===== src/rtl/uart_pkg.sv =====
// Shared UART constants: bit timing, frame width and the FSM state encoding
// common to the transmitter and receiver.
package uart_pkg;

`ifdef SIM
    localparam logic [12:0] T_DIV      = 13'd7;
    localparam logic [12:0] T_DIV_HALF = 13'd3;
`else
    localparam logic [12:0] T_DIV      = 13'd434;
    localparam logic [12:0] T_DIV_HALF = 13'd217;
`endif

    localparam int DATA_BITS = 8;

    typedef enum logic [1:0] {
        IDLE  = 2'd0,
        START = 2'd1,
        DATA  = 2'd2,
        STOP  = 2'd3
    } state_t;

endpackage


===== src/rtl/uart_rx_sync.sv =====
// Two-flop synchronizer for the asynchronous serial line plus a falling-edge
// detector on the synchronized value.
module uart_rx_sync (
    input  logic clk,
    input  logic n_rst,
    input  logic rxd,
    output logic rxd_s,
    output logic fall
);

    logic meta_q;
    logic sync_q;
    logic prev_q;

    // Resetting to the idle level keeps a spurious edge from appearing after reset.
    always_ff @(posedge clk) begin
        if (!n_rst) begin
            meta_q <= 1'b1;
            sync_q <= 1'b1;
            prev_q <= 1'b1;
        end else begin
            meta_q <= rxd;
            sync_q <= meta_q;
            prev_q <= sync_q;
        end
    end

    assign rxd_s = sync_q;
    assign fall  = prev_q & ~sync_q;

endmodule


===== src/rtl/uart_rx.sv =====
// 8N1 UART receiver: start-edge detection, mid-bit sampling, byte assembly
// and one-cycle valid / framing-error strobes.
module uart_rx
    import uart_pkg::*;
#(
    parameter logic [12:0] T_DIV      = uart_pkg::T_DIV,
    parameter logic [12:0] T_DIV_HALF = uart_pkg::T_DIV_HALF
) (
    input  logic       clk,
    input  logic       n_rst,
    input  logic       rxd,
    output logic [7:0] rx_data,
    output logic       rx_valid,
    output logic       rx_err,
    output logic       rx_busy
);

    logic rxd_s;
    logic fall;

    uart_rx_sync u_sync (
        .clk   (clk),
        .n_rst (n_rst),
        .rxd   (rxd),
        .rxd_s (rxd_s),
        .fall  (fall)
    );

    state_t      state_q, state_d;
    logic [12:0] baud_q, baud_d;
    logic [2:0]  bit_q, bit_d;
    logic [7:0]  shift_q, shift_d;
    logic [7:0]  data_q, data_d;
    logic        valid_q, valid_d;
    logic        err_q, err_d;

    always_ff @(posedge clk) begin
        if (!n_rst) begin
            state_q <= IDLE;
            baud_q  <= 13'd0;
            bit_q   <= 3'd0;
            shift_q <= 8'h00;
            data_q  <= 8'h00;
            valid_q <= 1'b0;
            err_q   <= 1'b0;
        end else begin
            state_q <= state_d;
            baud_q  <= baud_d;
            bit_q   <= bit_d;
            shift_q <= shift_d;
            data_q  <= data_d;
            valid_q <= valid_d;
            err_q   <= err_d;
        end
    end

    always_comb begin
        state_d = state_q;
        baud_d  = baud_q + 13'd1;
        bit_d   = bit_q;
        shift_d = shift_q;
        data_d  = data_q;
        valid_d = 1'b0;
        err_d   = 1'b0;
        unique case (state_q)
            // Only an edge arms the receiver, so a held-low break never retriggers.
            IDLE: begin
                baud_d = 13'd0;
                if (fall) state_d = START;
            end
            START: begin
                if (baud_q == T_DIV_HALF - 13'd1) begin
                    baud_d  = 13'd0;
                    bit_d   = 3'd0;
                    state_d = rxd_s ? IDLE : DATA;
                end
            end
            DATA: begin
                if (baud_q == T_DIV - 13'd1) begin
                    baud_d  = 13'd0;
                    shift_d = {rxd_s, shift_q[7:1]};
                    if (bit_q == 3'(DATA_BITS - 1)) state_d = STOP;
                    else                            bit_d   = bit_q + 3'd1;
                end
            end
            // Returning to IDLE at the stop sample leaves half a bit to catch a back-to-back start edge.
            STOP: begin
                if (baud_q == T_DIV - 13'd1) begin
                    baud_d  = 13'd0;
                    state_d = IDLE;
                    if (rxd_s) begin
                        data_d  = shift_q;
                        valid_d = 1'b1;
                    end else begin
                        err_d = 1'b1;
                    end
                end
            end
            default: state_d = IDLE;
        endcase
    end

    assign rx_data  = data_q;
    assign rx_valid = valid_q;
    assign rx_err   = err_q;
    assign rx_busy  = (state_q != IDLE);

endmodule


===== config.mk =====
export PLATFORM = sky130hd
export DESIGN_NAME = uart_rx
export DESIGN_NICKNAME = d
export VERILOG_FILES = /design/src/rtl/uart_pkg.sv /design/src/rtl/uart_rx_sync.sv /design/src/rtl/uart_rx.sv
export SDC_FILE = /design/constraint.sdc
export NUM_CORES = 1
export LEC_CHECK = 0
export CELL_PAD_IN_SITES_DETAIL_PLACEMENT = 0
export CELL_PAD_IN_SITES_GLOBAL_PLACEMENT = 1
export CORE_UTILIZATION = 45
export DETAILED_ROUTE_END_ITERATION = 6
export PLACE_DENSITY = 0.89
export REMOVE_ABC_BUFFERS = 1
export SYNTH_ARGS = -nofsm -noshare
export SYNTH_HDL_FRONTEND = slang
export SYNTH_SLANG_ARGS = --single-unit
export TNS_END_PERCENT = 10

===== constraint.sdc =====
create_clock -name clk -period 4.15 [get_ports clk]
set_clock_uncertainty 0.2 [all_clocks]
set_input_delay 0.83 -clock clk [delete_from_list [all_inputs] [get_ports clk]]
set_output_delay 0.83 -clock clk [all_outputs]
set_load 0.02 [all_outputs]

==> impl_metrics.env, run 1 <==
export IMPL_netlist_instances=176
export IMPL_htree_levels=2
export IMPL_cts_sinks=39
export IMPL_fmax_ghz=0.3674
export IMPL_gp_congestion=0.8075
export IMPL_boundaryPins=14
export IMPL_synth_area_leader_cell="dfxtp_1"
export IMPL_vias=1223
export IMPL_overflow=0
export IMPL_min_path_type="flop to flop"
export IMPL_cts_tree="built"
export IMPL_worstSetupEndpointType="primary output"
export IMPL_drc_errors=0
export IMPL_final_util_pct=56.17
export IMPL_synth_cell_types=33
export IMPL_cp_arrival_ns=1.69
export IMPL_cts_root_buf="clkbuf_8"
export IMPL_cap_violations=0
export IMPL_clkLatencyLatePin_ns=0.29
export IMPL_peakVddDrop_uv=264.2
export IMPL_die_h_um=63.29
export IMPL_leakagePower_uw=0.0006510
export IMPL_core_area_um2=3468
export IMPL_worst_pin_slew_ns=1.091
export IMPL_clkTransAtPathRegs_ns=0.08
export IMPL_grt_pass1_wl_mm=5.499
export IMPL_port_buffers=13
export IMPL_cts_resized=0
export IMPL_slew_headroom_pct=27.24
export IMPL_setup_viol=0
export IMPL_initial_core_util_pct=48.74
export IMPL_setup_slack_ns=1.428
export IMPL_nets=198
export IMPL_grt_pass1_vias=1198
export IMPL_path_max_fanout=8
export IMPL_synth_top_area_share_pct=46.19
export IMPL_clockBufferDepth=2
export IMPL_synthFlopType="dfxtp_1"
export IMPL_fin_tns_setup_ns=0
export IMPL_power_uw=653.2
export IMPL_synth_cell_area_um2=1690
export IMPL_rows=21
export IMPL_dp_slack_ns=1.225
export IMPL_yosysWarnings=0
export IMPL_first_iter_violations=63
export IMPL_grt_usage_pct=17.41
export IMPL_path_class="flop to primary output"
export IMPL_wl_per_cell_um=12.35
export IMPL_ys_ff_latch=39
export IMPL_antenna_cells=0
export IMPL_routed_wl_mm=2.928
export IMPL_tritoncts_num_buffers=5
export IMPL_antenna_left=0
export IMPL_timing_final_crit_period_ns=2.722
export IMPL_grt_max_degree=32
export IMPL_ys_seq_area_share_pct=46.19
export IMPL_synth_area_leaders="dfxtp_1, mux2i_1, nand2_1, nor2_1, ha_1"
export IMPL_vias_per_cell=5.160
export IMPL_dp_hpwl_mm=2.062
export IMPL_dr_pass1_iters=4
export IMPL_synthToLayoutAreaGrowth_pct=15.25
export IMPL_min_period_over_period_pct=65.59
export IMPL_synth_edf_count=0
export IMPL_synthArstFlopShare_pct=0
export IMPL_die_x_um=63.29
export IMPL_dieArea_um2=4006
export IMPL_required_ns=3.12
export IMPL_drive_gt1_share_pct=7.330
export IMPL_cts_hold_buf=0
export IMPL_antenna_found_initial=0
export IMPL_cts_setup_buffers=0
export IMPL_fillers=324
export IMPL_place_area_um2=1856
export IMPL_rsz0062_at_grt="no"
export IMPL_critPathLaunchType="flop"
export IMPL_synth_avg_cell_area_um2=9.604
export IMPL_report_final_slew_viol_count=0
export IMPL_status="finished clean"
export IMPL_power_per_cell_area_nw_per_um2=335.3
export IMPL_hold_viol_final=0
export IMPL_final_area_um2=1948
-- routing by layer --
layer | GRT usage (%) | vias to the layer above | part of all wire (%)
met5 | 0 | - | 0
met4 | 6.534 | 0 | 1.7
met3 | 6.159 | 6 | 4.1
met2 | 27.96 | 21 | 46
met1 | 21.28 | 565 | 48
li1 | - | 631 | -
-- worst paths after layout --
kind | end | slack (ns) | cells past startpoint | start
setup / recovery | rx_busy | 1.43 | 3 | flop
hold / removal | rx_data[1] | 0.26 | 2 | rx_data[1]
setup reg to reg | baud_q[3] | 1.73 | 4 | baud_q[2]
hold reg to reg | rx_data[1] | 0.26 | 2 | rx_data[1]
-- registers in the layout, summed over array words and instances (netlist names), named ones only --
register / flops
baud_q: 13
u_sync.meta_q: 1
u_sync.prev_q: 1
u_sync.rxd_s: 1
rx_valid: 1
shift_q: 8
rx_data: 8
rx_err: 1
bit_q: 3
state_q: 1
-- cell type report --
class	instances	area [µm²]	area share (%)
clock buffers	5	68.82	3.532
well taps	46	57.56	2.954
clock inverters	3	23.77	1.220
inverters	5	18.77	0.9634
multi-input cells	125	860.8	44.19
flip-flops and latches	39	780.7	40.08
repair buffers	14	137.6	7.065
-- layout by cell type (no fill, tap or decap), types with 3 or more instances in the layout --
cell type and n:
nand2_1 27, dfxtp_1 39, xor2_1 6, nor2_1 18, clkbuf_8 5, nand4_1 4
nand3_1 10, clkdlybuf4s50_1 13, xnor2_1 5, inv_1 5, ha_1 5, and4_1 3
nand2b_1 3, mux2i_1 19
-- through the flow --
step	hold WS, ns	std cells
5_1_grt	0.2813	237
6_report	0.2562	237
3_3_place_gp	0.1878	229
2_1_floorplan	0.1863	169
3_5_place_dp	0.2430	229
4_1_cts	0.2613	237
-- power breakdown --
| group | total [µW] | switching [µW] | internal, µW |
|---|---|---|---|
| combinational | 14.6 | 8.72 | 5.85 |
| sequential | 379 | 2.68 | 376 |
| clock | 260 | 140 | 120 |
-- worst max-delay path, stage by stage (launching register included) --
cell             delay, ns
dfxtp_1               0.49
inv_1                 0.21
nand2_1               0.11
clkdlybuf4s50_1       0.59
-- cells in the mapped netlist (3+ instances only) --
| library cell | n |
|---|---|
| xor2_1 | 6 |
| dfxtp_1 | 39 |
| nand2_1 | 27 |
| nand4_1 | 4 |
| clkbuf_1 | 6 |
| xnor2_1 | 5 |
| inv_1 | 5 |
| and4_1 | 3 |
| mux2i_1 | 19 |
| ha_1 | 5 |
| nor2_1 | 18 |
| nand2b_1 | 3 |
| nand3_1 | 10 |
-- logic make-up (layout without fill, tap and decap cells) --
kind of cell | count (synthesis) | in the layout | share of synthesized area (%)
xor gates and xnor gates | 11 | 11 | 5.699
AOI/OAI and AO/OA | 8 | 8 | 3.702
muxes | 19 | 19 | 11.25
buffers and inverters | 12 | 27 | 2.887
and+or+nand+nor | 82 | 82 | 26.57
DFF | 39 | 39 | 46.19
adders and majority gates | 5 | 5 | 3.701
Power figures use the tool's default switching activity.
==> run 2: changes to the inputs <==
--- a/config.mk
+++ b/config.mk
@@ -7,9 +7,9 @@
 export LEC_CHECK = 0
 export CELL_PAD_IN_SITES_DETAIL_PLACEMENT = 0
 export CELL_PAD_IN_SITES_GLOBAL_PLACEMENT = 1
-export CORE_UTILIZATION = 45
+export CORE_UTILIZATION = 39
 export DETAILED_ROUTE_END_ITERATION = 6
-export PLACE_DENSITY = 0.89
+export PLACE_DENSITY = 0.83
 export REMOVE_ABC_BUFFERS = 1
 export SYNTH_ARGS = -nofsm -noshare
 export SYNTH_HDL_FRONTEND = slang
==> constraint.sdc (replaced) <==
create_clock -name clk -period 2.3 [get_ports clk]
set_clock_uncertainty 0.2 [all_clocks]
set_input_delay 0.46 -clock clk [delete_from_list [all_inputs] [get_ports clk]]
set_output_delay 0.46 -clock clk [all_outputs]
set_load 0.02 [all_outputs]
==> impl_metrics.env, run 2 (synthesis results as in run 1) <==
export IMPL_cp_arrival_ns=1.99
export IMPL_drc_errors=0
export IMPL_cts_setup_buffers=0
export IMPL_pwr_share_comb_pct=2.3
export IMPL_grt_pass1_wl_mm=5.554
export IMPL_synthToLayoutAreaGrowth_pct=17.39
export IMPL_dp_slack_ns=0.2337
export IMPL_fmax_ghz=0.5046
export IMPL_cts_sinks=39
export IMPL_fin_tns_setup_ns=0
export IMPL_cap_violations=0
export IMPL_seq_power_share_pct=56.2
export IMPL_htree_levels=2
export IMPL_worst_pin_slew_ns=0.4006
export IMPL_antenna_cells=0
export IMPL_reg2regPathDepth=4
export IMPL_fin_hold_ws_ns=0.2217
export IMPL_slew_headroom_pct=73.30
export IMPL_drive_gt1_share_pct=9.326
export IMPL_path_max_fanout=6
export IMPL_grt_max_degree=26
export IMPL_die_h_um=67.84
export IMPL_cts_hold_buf=0
export IMPL_clockBufferDepth=2
export IMPL_p_clk_share_pct=41.5
export IMPL_final_cell_count_no_fill=243
export IMPL_p_sw_uw=253.4
export IMPL_vias_per_cell=4.996
export IMPL_dr_wl_met2_mm=1.581
export IMPL_first_iter_violations=67
export IMPL_whs_path_depth=1
export IMPL_worstSetupEndpointType="flop"
export IMPL_swShare_pct=20.84
export IMPL_cts_tree="built"
export IMPL_dp_hpwl_mm=2.367
export IMPL_die_x_um=67.84
export IMPL_port_buffers=13
export IMPL_status="finished clean"
export IMPL_antenna_found_initial=0
export IMPL_min_period_over_period_pct=86.16
export IMPL_clkTransAtPathRegs_ns=0.08
export IMPL_boundaryPins=14
export IMPL_intPower_uw=962.1
export IMPL_critPathLaunchType="flop"
export IMPL_vias=1214
export IMPL_path_class="flop to flop"
export IMPL_place_inst=235
export IMPL_routed_wl_mm=3.139
export IMPL_overflow=0
export IMPL_largest_register_ffs=13
export IMPL_rows=23
export IMPL_core_area_um2=4086
export IMPL_rsz0062_at_grt="no"
export IMPL_peakVddDrop_uv=229.6
export IMPL_fillers=393
export IMPL_dr_pass1_iters=4
export IMPL_clkLatencyLatePin_ns=0.29
export IMPL_wl_met1_mm=1.440
export IMPL_final_cell_mix="dfxtp_1, nand2_1, mux2i_1"
export IMPL_initial_core_util_pct=41.37
export IMPL_route_met3_wl_um=100
export IMPL_cts_root_buf="clkbuf_8"
export IMPL_regMostFlops="baud_q"
export IMPL_antenna_left=0
export IMPL_nets=200
export IMPL_leakagePower_uw=0.0006881
export IMPL_tritoncts_num_buffers=5
export IMPL_setup_slack_ns=0.3183
export IMPL_routed_top_layer="met4"
export IMPL_hold_viol_final=0
export IMPL_wl_per_cell_um=12.92
export IMPL_setup_viol=0
export IMPL_report_final_slew_viol_count=0
export IMPL_required_ns=2.31
export IMPL_gp_congestion=0.7269
export IMPL_grt_pass1_vias=1284
export IMPL_final_common_cell="dfxtp_1"
export IMPL_power_per_cell_area_nw_per_um2=612.5
export IMPL_min_path_type="flop to flop"
export IMPL_timing_final_crit_period_ns=1.982
export IMPL_grt_usage_pct=16.30
export IMPL_dieArea_um2=4602
export IMPL_r2r_setup_slack_ns=0.32
-- run 2: changes by cell type in the layout (fill, tap and decap cells not counted), sizes merged --
cell / previous run / this run
inv: 6 / 5
clkbuf: 5 / 7
clkdlybuf4s50: 13 / 12
clkinvlp: 2 / 1
dlymetal6s2s: 0 / 1
buf: 1 / 3
-- run 2: stage by stage --
step	total power [µW]	utilization [%]	area, µm²
6_report	1216	48.56	1984
4_1_cts	1237	48.50	1982
3_3_place_gp	725.0	45.90	1876
3_5_place_dp	727.5	45.90	1876
5_1_grt	1271	48.56	1984
2_1_floorplan	708.0	-	1660
-- run 2: power groups by stage --
stage                     Clock, µW  Combinational [µW]  Sequential [µW]
after floorplan                   0                10.5              697
after global placement            0                26.3              699
after detailed placement          0                28.1              699
after CTS                       525                28.4              684
after global routing            557                30.3              684
final                           504                27.7              684
-- run 2: area by class of cell --
class / count / area (µm²) / area share [%]
flip-flops and latches: 39 / 783.3 / 39.47
repair buffers: 16 / 155.1 / 7.818
clock inverters: 1 / 7.507 / 0.3783
inverters: 5 / 18.77 / 0.9458
clock buffers: 7 / 96.34 / 4.855
multi-input cells: 125 / 860.8 / 43.38
well taps: 50 / 62.56 / 3.153
-- run 2: worst paths after layout --
path,startpoint,endpoint
worst min register to register,u_sync.meta_q,u_sync.rxd_s
worst min-delay path,u_sync.meta_q,u_sync.rxd_s
worst max-delay path,baud_q[2],bit_q[0]
worst max register to register,baud_q[2],bit_q[0]
-- run 2: routing by layer --
layer  global-route usage (%)  up-vias
met5                        0        -
met4                    6.250        0
met1                    18.06      571
met3                    5.000        2
met2                    28.96       16
li1                         -      625
-- run 2: worst max-delay path: stages, from the launching register on --
cell and delay, ns:
dfxtp_1 0.39, nor4_4 0.43, nand3_1 0.22, o32ai_2 0.41, mux2i_1 0.25
-- run 2: repair_timing --
action | in CTS | in global routing
endpoints found under the hold margin | 0 | 0
endpoints found under the setup margin | 1 | 1
gates resized for setup | 2 | 1
==> run 3: changes to the inputs <==
--- a/config.mk
+++ b/config.mk
@@ -11,6 +11,7 @@
 export DETAILED_ROUTE_END_ITERATION = 6
 export PLACE_DENSITY = 0.83
 export REMOVE_ABC_BUFFERS = 1
+export SKIP_CTS_REPAIR_TIMING = 1
 export SYNTH_ARGS = -nofsm -noshare
 export SYNTH_HDL_FRONTEND = slang
 export SYNTH_SLANG_ARGS = --single-unit
==> impl_metrics.env, run 3 (synthesis results as in run 1) <==
export IMPL_status="finished clean"
export IMPL_hold_viol_final=0
export IMPL_nets=200
export IMPL_rsz0062_at_grt="no"
export IMPL_setup_viol=0
export IMPL_rows=23
export IMPL_cap_violations=0
export IMPL_largest_register_ffs=13
export IMPL_leakagePower_uw=0.0006881
export IMPL_timing_final_crit_period_ns=1.983
export IMPL_grt_pass1_wl_mm=5.540
export IMPL_worstSetupEndpointType="flop"
export IMPL_cts_root_buf="clkbuf_8"
export IMPL_die_x_um=67.84
export IMPL_grt_max_degree=26
export IMPL_fmax_ghz=0.5042
export IMPL_min_path_type="flop to flop"
export IMPL_drc_errors=0
export IMPL_core_area_um2=4086
export IMPL_synthToLayoutAreaGrowth_pct=17.39
export IMPL_cp_slowest_cell="nor4_4"
export IMPL_vias_per_cell=5.029
export IMPL_regMostFlops="baud_q"
export IMPL_wl_per_cell_um=12.93
export IMPL_report_final_slew_viol_count=0
export IMPL_p_sw_uw=252.4
export IMPL_htree_levels=2
export IMPL_pwr_share_comb_pct=2.3
export IMPL_clkLatencyLatePin_ns=0.29
export IMPL_initial_core_util_pct=41.37
export IMPL_r2r_setup_slack_ns=0.32
export IMPL_final_common_cell="dfxtp_1"
export IMPL_slew_headroom_pct=73.17
export IMPL_drive_gt1_share_pct=9.326
export IMPL_seq_power_share_pct=56.3
export IMPL_first_iter_violations=77
export IMPL_dieArea_um2=4602
export IMPL_worst_pin_slew_ns=0.4025
export IMPL_path_max_fanout=6
export IMPL_power_uw=1215
export IMPL_port_buffers=13
export IMPL_gp_congestion=0.7269
export IMPL_intPower_uw=962.1
export IMPL_routed_wl_mm=3.143
export IMPL_final_cell_count_no_fill=243
export IMPL_fillers=393
export IMPL_grt_usage_pct=16.27
export IMPL_antenna_left=0
export IMPL_final_util_pct=48.56
export IMPL_cts_sinks=39
export IMPL_final_cell_mix="dfxtp_1, nand2_1, mux2i_1"
export IMPL_clkTransAtPathRegs_ns=0.08
export IMPL_swShare_pct=20.78
export IMPL_antenna_found_initial=0
export IMPL_cp_arrival_ns=1.99
export IMPL_place_inst=235
export IMPL_overflow=0
export IMPL_p_clk_share_pct=41.4
export IMPL_dp_hpwl_mm=2.367
export IMPL_grt_pass1_vias=1292
export IMPL_path_cells="nor4_4 > nand3_1 > o32ai_2 > mux2i_1"
export IMPL_slowest_delay_ns=0.43
export IMPL_required_ns=2.31
export IMPL_die_h_um=67.84
export IMPL_antenna_cells=0
export IMPL_boundaryPins=14
export IMPL_path_class="flop to flop"
export IMPL_tritoncts_num_buffers=5
export IMPL_critPathLaunchType="flop"
export IMPL_vias=1222
export IMPL_clockBufferDepth=2
export IMPL_peakVddDrop_uv=228.7
export IMPL_dr_pass1_iters=4
export IMPL_cts_tree="built"
export IMPL_fin_hold_ws_ns=0.2217
export IMPL_min_period_over_period_pct=86.23
export IMPL_power_per_cell_area_nw_per_um2=612.1
## run 3: power by group through the flow
stage                     combinational [µW]  sequential, µW  clock (µW)
final                                   27.7             684         503
after global routing                    30.3             684         557
after CTS                               28.4             683         525
after detailed placement                28.1             699           0
after global placement                  26.3             699           0
after floorplan                         10.5             697           0
## run 3: per-layer routing
metal  vias to the layer above  part of all wire, %  GRT usage (%)
li1                        626                    -              -
met1                       576                   45          17.76
met2                        18                   51          29.21
met3                         2                  3.6          5.000
met4                         0                 0.54          6.250
met5                         -                    0              0
## run 3: path summary, 6_finish.rpt
check | from | cells after the start | end
worst min-delay path | u_sync.meta_q | 1 | u_sync.rxd_s
worst max register to register | baud_q[2] | 4 | bit_q[0]
worst max-delay path | baud_q[2] | 4 | bit_q[0]
worst min register to register | u_sync.meta_q | 1 | u_sync.rxd_s
## run 3: critical path, delay by kind of cell (launching register included)
kind               cells  cell delay, ns
and+or+nand+nor        2            0.65
DFF                    1            0.39
muxes                  1            0.25
AOI/OAI and AO/OA      1            0.41
## run 3: cell type report
| type | instances | area (µm²) | area share, % |
|---|---|---|---|
| Clock buffer | 7 | 96.34 | 4.855 |
| Clock inverter | 1 | 7.507 | 0.3783 |
| Inverter | 5 | 18.77 | 0.9458 |
| Multi-Input combinational cell | 125 | 860.8 | 43.38 |
| Sequential cell | 39 | 783.3 | 39.47 |
| Tap cell | 50 | 62.56 | 3.153 |
| Timing Repair Buffer | 16 | 155.1 | 7.818 |
## run 3: per-stage QoR
step / setup slack (ns) / area [µm²] / setup TNS (ns)
after global routing: 0.2017 / 1984 / 0
final: 0.3166 / 1984 / 0
after detailed placement: 0.2337 / 1876 / 0
after CTS: -0.08089 / 1979 / -0.08089
after floorplan: 0.2877 / 1660 / 0
after global placement: 0.2648 / 1876 / 0
